`config.mk`:
```
export PLATFORM = sky130hd
export DESIGN_NAME = imem_loader_flat
export DESIGN_NICKNAME = d
export VERILOG_FILES = /design/src/rtl/imem_pkg.sv /design/src/rtl/imem_loader_if.sv /design/src/rtl/imem_byte_packer.sv /design/src/rtl/imem_loader.sv /design/src/flat_wrapper.sv
export SDC_FILE = /design/constraint.sdc
export NUM_CORES = 1
export LEC_CHECK = 0
export BUFFER_PORTS_ARGS = -buffer_cell sky130_fd_sc_hd__buf_2
export CAP_MARGIN = 10
export CORE_MARGIN = 3
export CORE_UTILIZATION = 45
export CTS_BUF_LIST = sky130_fd_sc_hd__clkbuf_4
export DETAILED_ROUTE_END_ITERATION = 8
export GPL_TIMING_DRIVEN = 1
export PLACE_DENSITY = 0.7
export SYNTH_ARGS = -nofsm -noshare
export SYNTH_HDL_FRONTEND = slang
export SYNTH_SLANG_ARGS = --single-unit
```
`constraint.sdc`:
```
create_clock -name clk -period 6.15 [get_ports clk]
set_input_delay 0.9225 -clock clk [delete_from_list [all_inputs] [get_ports clk]]
set_output_delay 0.9225 -clock clk [all_outputs]
set_load 0.05 [all_outputs]
```
`src/rtl/imem_pkg.sv`:
```
// Shared definitions for the instruction-memory loader: default widths,
// FSM state encoding and the byte-per-word constant.
package imem_pkg;

    localparam int ADDR_W_DEF     = 8;
    localparam int WORD_W_DEF     = 32;
    localparam int BYTES_PER_WORD = 4;

    typedef enum logic [1:0] {
        S_IDLE = 2'd0,
        S_LOAD = 2'd1,
        S_CSUM = 2'd2,
        S_DONE = 2'd3
    } state_t;

endpackage

```
`src/rtl/imem_loader_if.sv`:
```
// Byte-stream input and memory write bus of the loader.
// master: program source / memory side; slave: the loader itself.
interface imem_loader_if #(
    parameter int ADDR_W = 8,
    parameter int WORD_W = 32
);
    logic [7:0]        in_byte;
    logic              in_valid;
    logic              in_ready;
    logic              wr_en;
    logic [ADDR_W-1:0] wr_addr;
    logic [WORD_W-1:0] wr_data;

    modport master (
        output in_byte, in_valid,
        input  in_ready, wr_en, wr_addr, wr_data
    );

    modport slave (
        input  in_byte, in_valid,
        output in_ready, wr_en, wr_addr, wr_data
    );
endinterface

```
`src/rtl/imem_byte_packer.sv`:
```
// Packs accepted bytes big-endian into a word. The first three bytes sit in a
// 24-bit shift register; the fourth completes the word, which is registered
// together with a one-cycle word_valid pulse.
module imem_byte_packer
    import imem_pkg::*;
#(
    parameter int WORD_W = 32
) (
    input  logic              clk,
    input  logic              rst_n,
    input  logic              clr,
    input  logic              byte_en,
    input  logic [7:0]        byte_in,
    output logic              word_valid,
    output logic [WORD_W-1:0] word
);

    logic [1:0]        idx;
    logic [WORD_W-9:0] sr;

    // Byte index, shift register and registered word output.
    always_ff @(posedge clk or negedge rst_n) begin
        if (!rst_n) begin
            idx        <= '0;
            sr         <= '0;
            word       <= '0;
            word_valid <= 1'b0;
        end else begin
            word_valid <= 1'b0;
            if (clr) begin
                idx <= '0;
                sr  <= '0;
            end else if (byte_en) begin
                sr  <= {sr[WORD_W-17:0], byte_in};
                idx <= idx + 2'd1;
                if (idx == 2'(BYTES_PER_WORD - 1)) begin
                    word       <= {sr, byte_in};
                    word_valid <= 1'b1;
                end
            end
        end
    end

endmodule

```
`src/rtl/imem_loader.sv`:
```
// Instruction-memory loader: streams a program in byte by byte, writes packed
// words to consecutive addresses from 0 and holds the CPU while doing so.
// Optional trailer checksum enabled by defining IMEM_LOADER_CSUM_EN.
module imem_loader
    import imem_pkg::*;
#(
    parameter int ADDR_W = ADDR_W_DEF,
    parameter int WORD_W = WORD_W_DEF
) (
    input  logic            clk,
    input  logic            rst_n,
    input  logic            start,
    input  logic [ADDR_W:0] word_count,
    imem_loader_if.slave    bus,
    output logic            busy,
    output logic            done,
    output logic            cpu_hold,
    output logic            err
);

    localparam logic [ADDR_W:0] MAX_WORDS = {1'b1, {ADDR_W{1'b0}}};
    localparam logic [ADDR_W:0] ONE_WORD  = {{ADDR_W{1'b0}}, 1'b1};

    state_t            state, state_nxt;
    logic [ADDR_W:0]   words_left;
    logic [ADDR_W-1:0] addr;
    logic              start_acc;
    logic              byte_acc;
    logic              word_valid;
    logic [WORD_W-1:0] word;
    logic              last_word;

    assign start_acc = (state == S_IDLE) && start;
    assign byte_acc  = bus.in_valid && bus.in_ready;
    assign last_word = word_valid && (words_left == ONE_WORD);

    imem_byte_packer #(.WORD_W(WORD_W)) u_packer (
        .clk        (clk),
        .rst_n      (rst_n),
        .clr        (start_acc),
        .byte_en    (byte_acc && (state == S_LOAD)),
        .byte_in    (bus.in_byte),
        .word_valid (word_valid),
        .word       (word)
    );

    // State register.
    always_ff @(posedge clk or negedge rst_n) begin
        if (!rst_n) state <= S_IDLE;
        else        state <= state_nxt;
    end

    // Next state and Moore outputs; the write bubble drops in_ready for a cycle.
    always_comb begin
        state_nxt    = state;
        bus.in_ready = 1'b0;
        busy         = (state != S_IDLE);
        done         = (state == S_DONE);
        case (state)
            S_IDLE: if (start) state_nxt = (word_count == '0) ? S_DONE : S_LOAD;
            S_LOAD: begin
                bus.in_ready = !word_valid;
`ifdef IMEM_LOADER_CSUM_EN
                if (last_word) state_nxt = S_CSUM;
`else
                if (last_word) state_nxt = S_DONE;
`endif
            end
            S_CSUM: begin
                bus.in_ready = 1'b1;
                if (byte_acc) state_nxt = S_DONE;
            end
            S_DONE:  state_nxt = S_IDLE;
            default: state_nxt = S_IDLE;
        endcase
    end

    assign cpu_hold    = busy;
    assign bus.wr_en   = word_valid;
    assign bus.wr_data = word;
    assign bus.wr_addr = addr;

    // Word countdown and write address; address stays on the last word instead of wrapping.
    always_ff @(posedge clk or negedge rst_n) begin
        if (!rst_n) begin
            words_left <= '0;
            addr       <= '0;
        end else if (start_acc) begin
            words_left <= word_count[ADDR_W] ? MAX_WORDS : word_count;
            addr       <= '0;
        end else if (word_valid) begin
            words_left <= words_left - ONE_WORD;
            if (!last_word) addr <= addr + ADDR_W'(1);
        end
    end

`ifdef IMEM_LOADER_CSUM_EN
    logic [7:0] sum;

    // Running byte sum; the trailer must bring it to zero, otherwise err sticks until next start.
    always_ff @(posedge clk or negedge rst_n) begin
        if (!rst_n) begin
            sum <= '0;
            err <= 1'b0;
        end else if (start_acc) begin
            sum <= '0;
            err <= 1'b0;
        end else if (byte_acc && (state == S_LOAD)) begin
            sum <= sum + bus.in_byte;
        end else if (byte_acc && (state == S_CSUM)) begin
            err <= ((sum + bus.in_byte) != 8'h00);
        end
    end
`else
    assign err = 1'b0;
`endif

endmodule

```
`src/flat_wrapper.sv`:
```
// flat-port wrapper written by rule: the top's interface ports become plain ports
module imem_loader_flat import imem_pkg::*;
#(
    parameter int ADDR_W = ADDR_W_DEF,
    parameter int WORD_W = WORD_W_DEF
)
  (clk, rst_n, start, word_count, busy, done, cpu_hold, err, bus_in_byte, bus_in_valid, bus_in_ready, bus_wr_en, bus_wr_addr, bus_wr_data);
  imem_loader_if #(.ADDR_W(ADDR_W), .WORD_W(WORD_W)) bus_i ();
  input  logic clk;
  input  logic rst_n;
  input  logic start;
  input  logic [ADDR_W:0] word_count;
  output logic busy;
  output logic done;
  output logic cpu_hold;
  output logic err;
  input wire logic [$bits(bus_i.in_byte)-1:0] bus_in_byte;
  input wire logic [$bits(bus_i.in_valid)-1:0] bus_in_valid;
  output wire logic [$bits(bus_i.in_ready)-1:0] bus_in_ready;
  output wire logic [$bits(bus_i.wr_en)-1:0] bus_wr_en;
  output wire logic [$bits(bus_i.wr_addr)-1:0] bus_wr_addr;
  output wire logic [$bits(bus_i.wr_data)-1:0] bus_wr_data;
  assign bus_i.in_byte = bus_in_byte;
  assign bus_i.in_valid = bus_in_valid;
  assign bus_in_ready = bus_i.in_ready;
  assign bus_wr_en = bus_i.wr_en;
  assign bus_wr_addr = bus_i.wr_addr;
  assign bus_wr_data = bus_i.wr_data;
  imem_loader #(.ADDR_W(ADDR_W), .WORD_W(WORD_W)) u_core (.clk(clk), .rst_n(rst_n), .start(start), .word_count(word_count), .bus(bus_i), .busy(busy), .done(done), .cpu_hold(cpu_hold), .err(err));
endmodule
```
==> results by group <==
Logic synthesis
  • Synthesized cell area: about 3500 sq um
  • Distinct cells, synth: 37
  • Gate Count Post-Synth: between 300 and 400
  • Syn nets: around 350
  • Register area share after synthesis: 56.1%
  • Syn Area/Cell: around 11 sq um
  • YS warnings: 0
  • Share of the synthesized area in the top cell type: 56.1%
  • Yosys top cell by area: dfrtp_1
  • Top post-synthesis cells by area: dfrtp_1 (56%), mux2_1 (9.7%), nand2_1 (6.6%)
  • Synthesized flop and latch total: approximately 80

Placement
  • RD Place Congestion: 0.818
  • Placed cell area: approximately 3900 sq um
  • Dpl hpwl: 4490 um
  • # port buffers: 65

Timing
  • Max Fclk: approximately 0.32 GHz
  • Unrepaired setup endpoints after global routing: no
  • Worst-margin pin slew: around 1100 ps
  • Setup TNS: 0 ps
  • Slew Limit Fails: 0
  • Clock Skew: roughly 23 ps
  • Min Tclk post-route: 3120 ps
  • Final period utilization: between 50% and 60%
  • Final setup viols: 0
  • Final Hold Viols: 0
  • Slew HR: between 20% and 30%

Critical path
  • CP Max Fanout: 33
  • CP Class: reg -> reg
  • Crit start category: register
  • Arrival time worst endpoint: about 3400 ps
  • Critical path required time: 6440 ps
  • Crit. End Element: register

Floorplanning
  • Core Area: 7370 sq um
  • Total die area: 8830 sq um
  • Initial core utilization: a little under half
  • Cell row count: 31
  • Height of the die: ~94 um
  • Die Wd: around 94 um
  • Number of I/O pins: 67

Clock network
  • Clock Root Buffer: clkbuf_4
  • Num CTS Buffers: 9
  • Post-CTS Setup Inserts: 0
  • Cts-stage hold buffer count: 0
  • Worst skew pair latency: 410 ps
  • CTS H-tree lvls: 3
  • Clock tree buffer depth: 2
  • Clk slew on worst S/H paths: roughly 130 ps
  • Sink Count: between 70 and 80
  • TritonCTS clock tree: done
  • CTS resizes: 0

Drt
  • DRT antenna net count: 0
  • # DRC: 0
  • DRT Pass-1 Iters: 4
  • Final wirelength: about 6700 um
  • Avg Vias per Cell: 5.14
  • WL/cell: around 14 um
  • Number of DRC markers in iteration 0: about 150
  • Via count: 2461

Pwr
  • Pint: between 0.001 and 0.0015 W
  • Reg power frac: a little over two fifths
  • Combinational group share of total power: 44.6%
  • Worst vdd ir: ~0.23 mV
  • Pwr/cell area: a little over 500 nW/um^2
  • Sw frac: between 40% and 50%
  • Leakage: 1.88 nW
  • Power share of the clock group: about an eighth
  • Reported net switching power: 0.000971 W

Global route
  • Via count of the first global-routing pass: 2428
  • Grt ovf: 0
  • Initial antenna violation count: 0
  • First-pass GRT wire length: roughly 11000 um
  • Largest net degree at the start of global routing: just under 80
  • Total GRT Usage: between 10% and 20%

Min path
  • Worst hold path type: reg -> reg

Status
  • Status: finished, final reports clean

Layout
  • Final Core Density: ~54%
  • Nets: 407
  • Inserted Diodes: 0
  • Layout overhead on the synthesized area: 14.4%
  • Cell area after layout: approximately 4000 sq um
  • Share of cells above drive strength 1: about a quarter

Run
  • MaxCap Viol Count: 0
## path summary, 6_finish.rpt
path / from / endpoint / slack, ps / cells past startpoint
worst min-delay path: u_core.u_packer.word[22] / u_core.u_packer.word[22] / 500 / 1
max in group asynchronous: rst_n / u_core.words_left[0] / 4870 / 1
worst min register to register: u_core.u_packer.word[22] / u_core.u_packer.word[22] / 500 / 1
worst max-delay path: u_core.state[1] / u_core.u_packer.word[21] / 3030 / 6
min in group asynchronous: rst_n / u_core.u_packer.word[27] / 650 / 1
worst max register to register: u_core.state[1] / u_core.u_packer.word[21] / 3030 / 6
## stage by stage
step,worst slack [ps],hold slack [ps],power (W),cells
2_1_floorplan,3690,458,0.00155,314
3_3_place_gp,2990,470,0.00175,463
3_5_place_dp,2960,475,0.00177,463
4_1_cts,2960,504,0.00203,479
5_1_grt,2790,517,0.00214,479
6_report,3030,499,0.00201,479
## kinds of logic after synthesis
group	share of synthesized area, %
buf+inv	3.27
compound gates	8.52
flops	56.1
xor+xnor	3.52
simple gates	13.3
mux	11.2
fa+ha+maj	3.95
other cells	0.108
## sequential cells by signal, summed over array words and instances (netlist names)
signal	count
u_core.words_left	9
u_core.state	2
u_core.u_packer.word	32
u_core.u_packer.word_valid	1
u_core.bus.wr_addr	8
u_core.u_packer.idx	2
u_core.u_packer.sr	24
## critical path, cell delays in order, from the launching register on
cell and delay, ps:
dfrtp_1 450, inv_1 140, ha_1 180, nor2b_2 230, o2111a_1 880, nand3_4 600, mux2_1 510
## routing by layer
metal	up-vias	global-route usage (%)	routed length, um
met5	-	0	0
met3	10	2.80	265
met2	55	24.6	3130
met1	1194	22.1	3180
li1	1202	-	-
met4	0	6.98	116
## Yosys cell counts
cell and n:
a211oi_1 1, xnor2_1 8, o211ai_1 2, a21oi_1 37
ha_1 11, o31ai_1 1, nor4b_1 1, conb_1 1
mux2_2 3, buf_2 4, nand4b_1 1, nor2_1 11
nand2_1 61, a2111oi_0 1, mux2_1 30, or4_1 3
o2111a_1 1, clkbuf_1 9, o21ai_0 5, o2111ai_1 1
nand3_4 1, nor2b_2 1, nand3_1 6, nor3_1 1
xor2_1 6, or4b_4 2, inv_1 10, dfrtp_1 78
a221oi_1 1, o21ai_2 1, and4bb_2 1, buf_4 3
mux2i_1 2, nand4_1 3, nor4b_2 1, o21ai_1 2
nor4_1 3
## power by group through the flow
stage / combinational [W] / clock (W) / sequential, W
4_1_cts: 0.000908 / 0.000268 / 0.000858
3_3_place_gp: 0.000889 / 0 / 0.000862
2_1_floorplan: 0.000281 / 0 / 0.00127
3_5_place_dp: 0.000905 / 0 / 0.000868
5_1_grt: 0.000961 / 0.000288 / 0.000887
6_report: 0.000897 / 0.000259 / 0.000856
## area by class of cell
class	instances	area [sq um]
fillers	683	3380
flip-flops and latches	78	1950
multi-input cells	210	1430
repair buffers	66	335
well taps	99	124
clock buffers	10	75.1
inverters	10	37.5
clock inverters	6	36.3
## layout by cell type (no fill, tap or decap), drive strengths merged
cell	Yosys	routed
buf	7	66
conb	1	1
and4bb	1	1
clkinv	0	5
nor3	1	1
xor2	6	6
nor4b	2	2
or4	3	3
dfrtp	78	78
nand3	7	7
nor2	11	11
a221oi	1	1
a21oi	37	37
nand2	61	61
o21ai	8	8
nand4b	1	1
o2111ai	1	1
xnor2	8	8
clkbuf	9	10
o31ai	1	1
nor4	3	3
mux2i	2	2
nand4	3	3
a2111oi	1	1
a211oi	1	1
o2111a	1	1
inv	10	11
or4b	2	2
o211ai	2	2
mux2	33	33
ha	11	11
nor2b	1	1
Power figures use the tool's default switching activity.
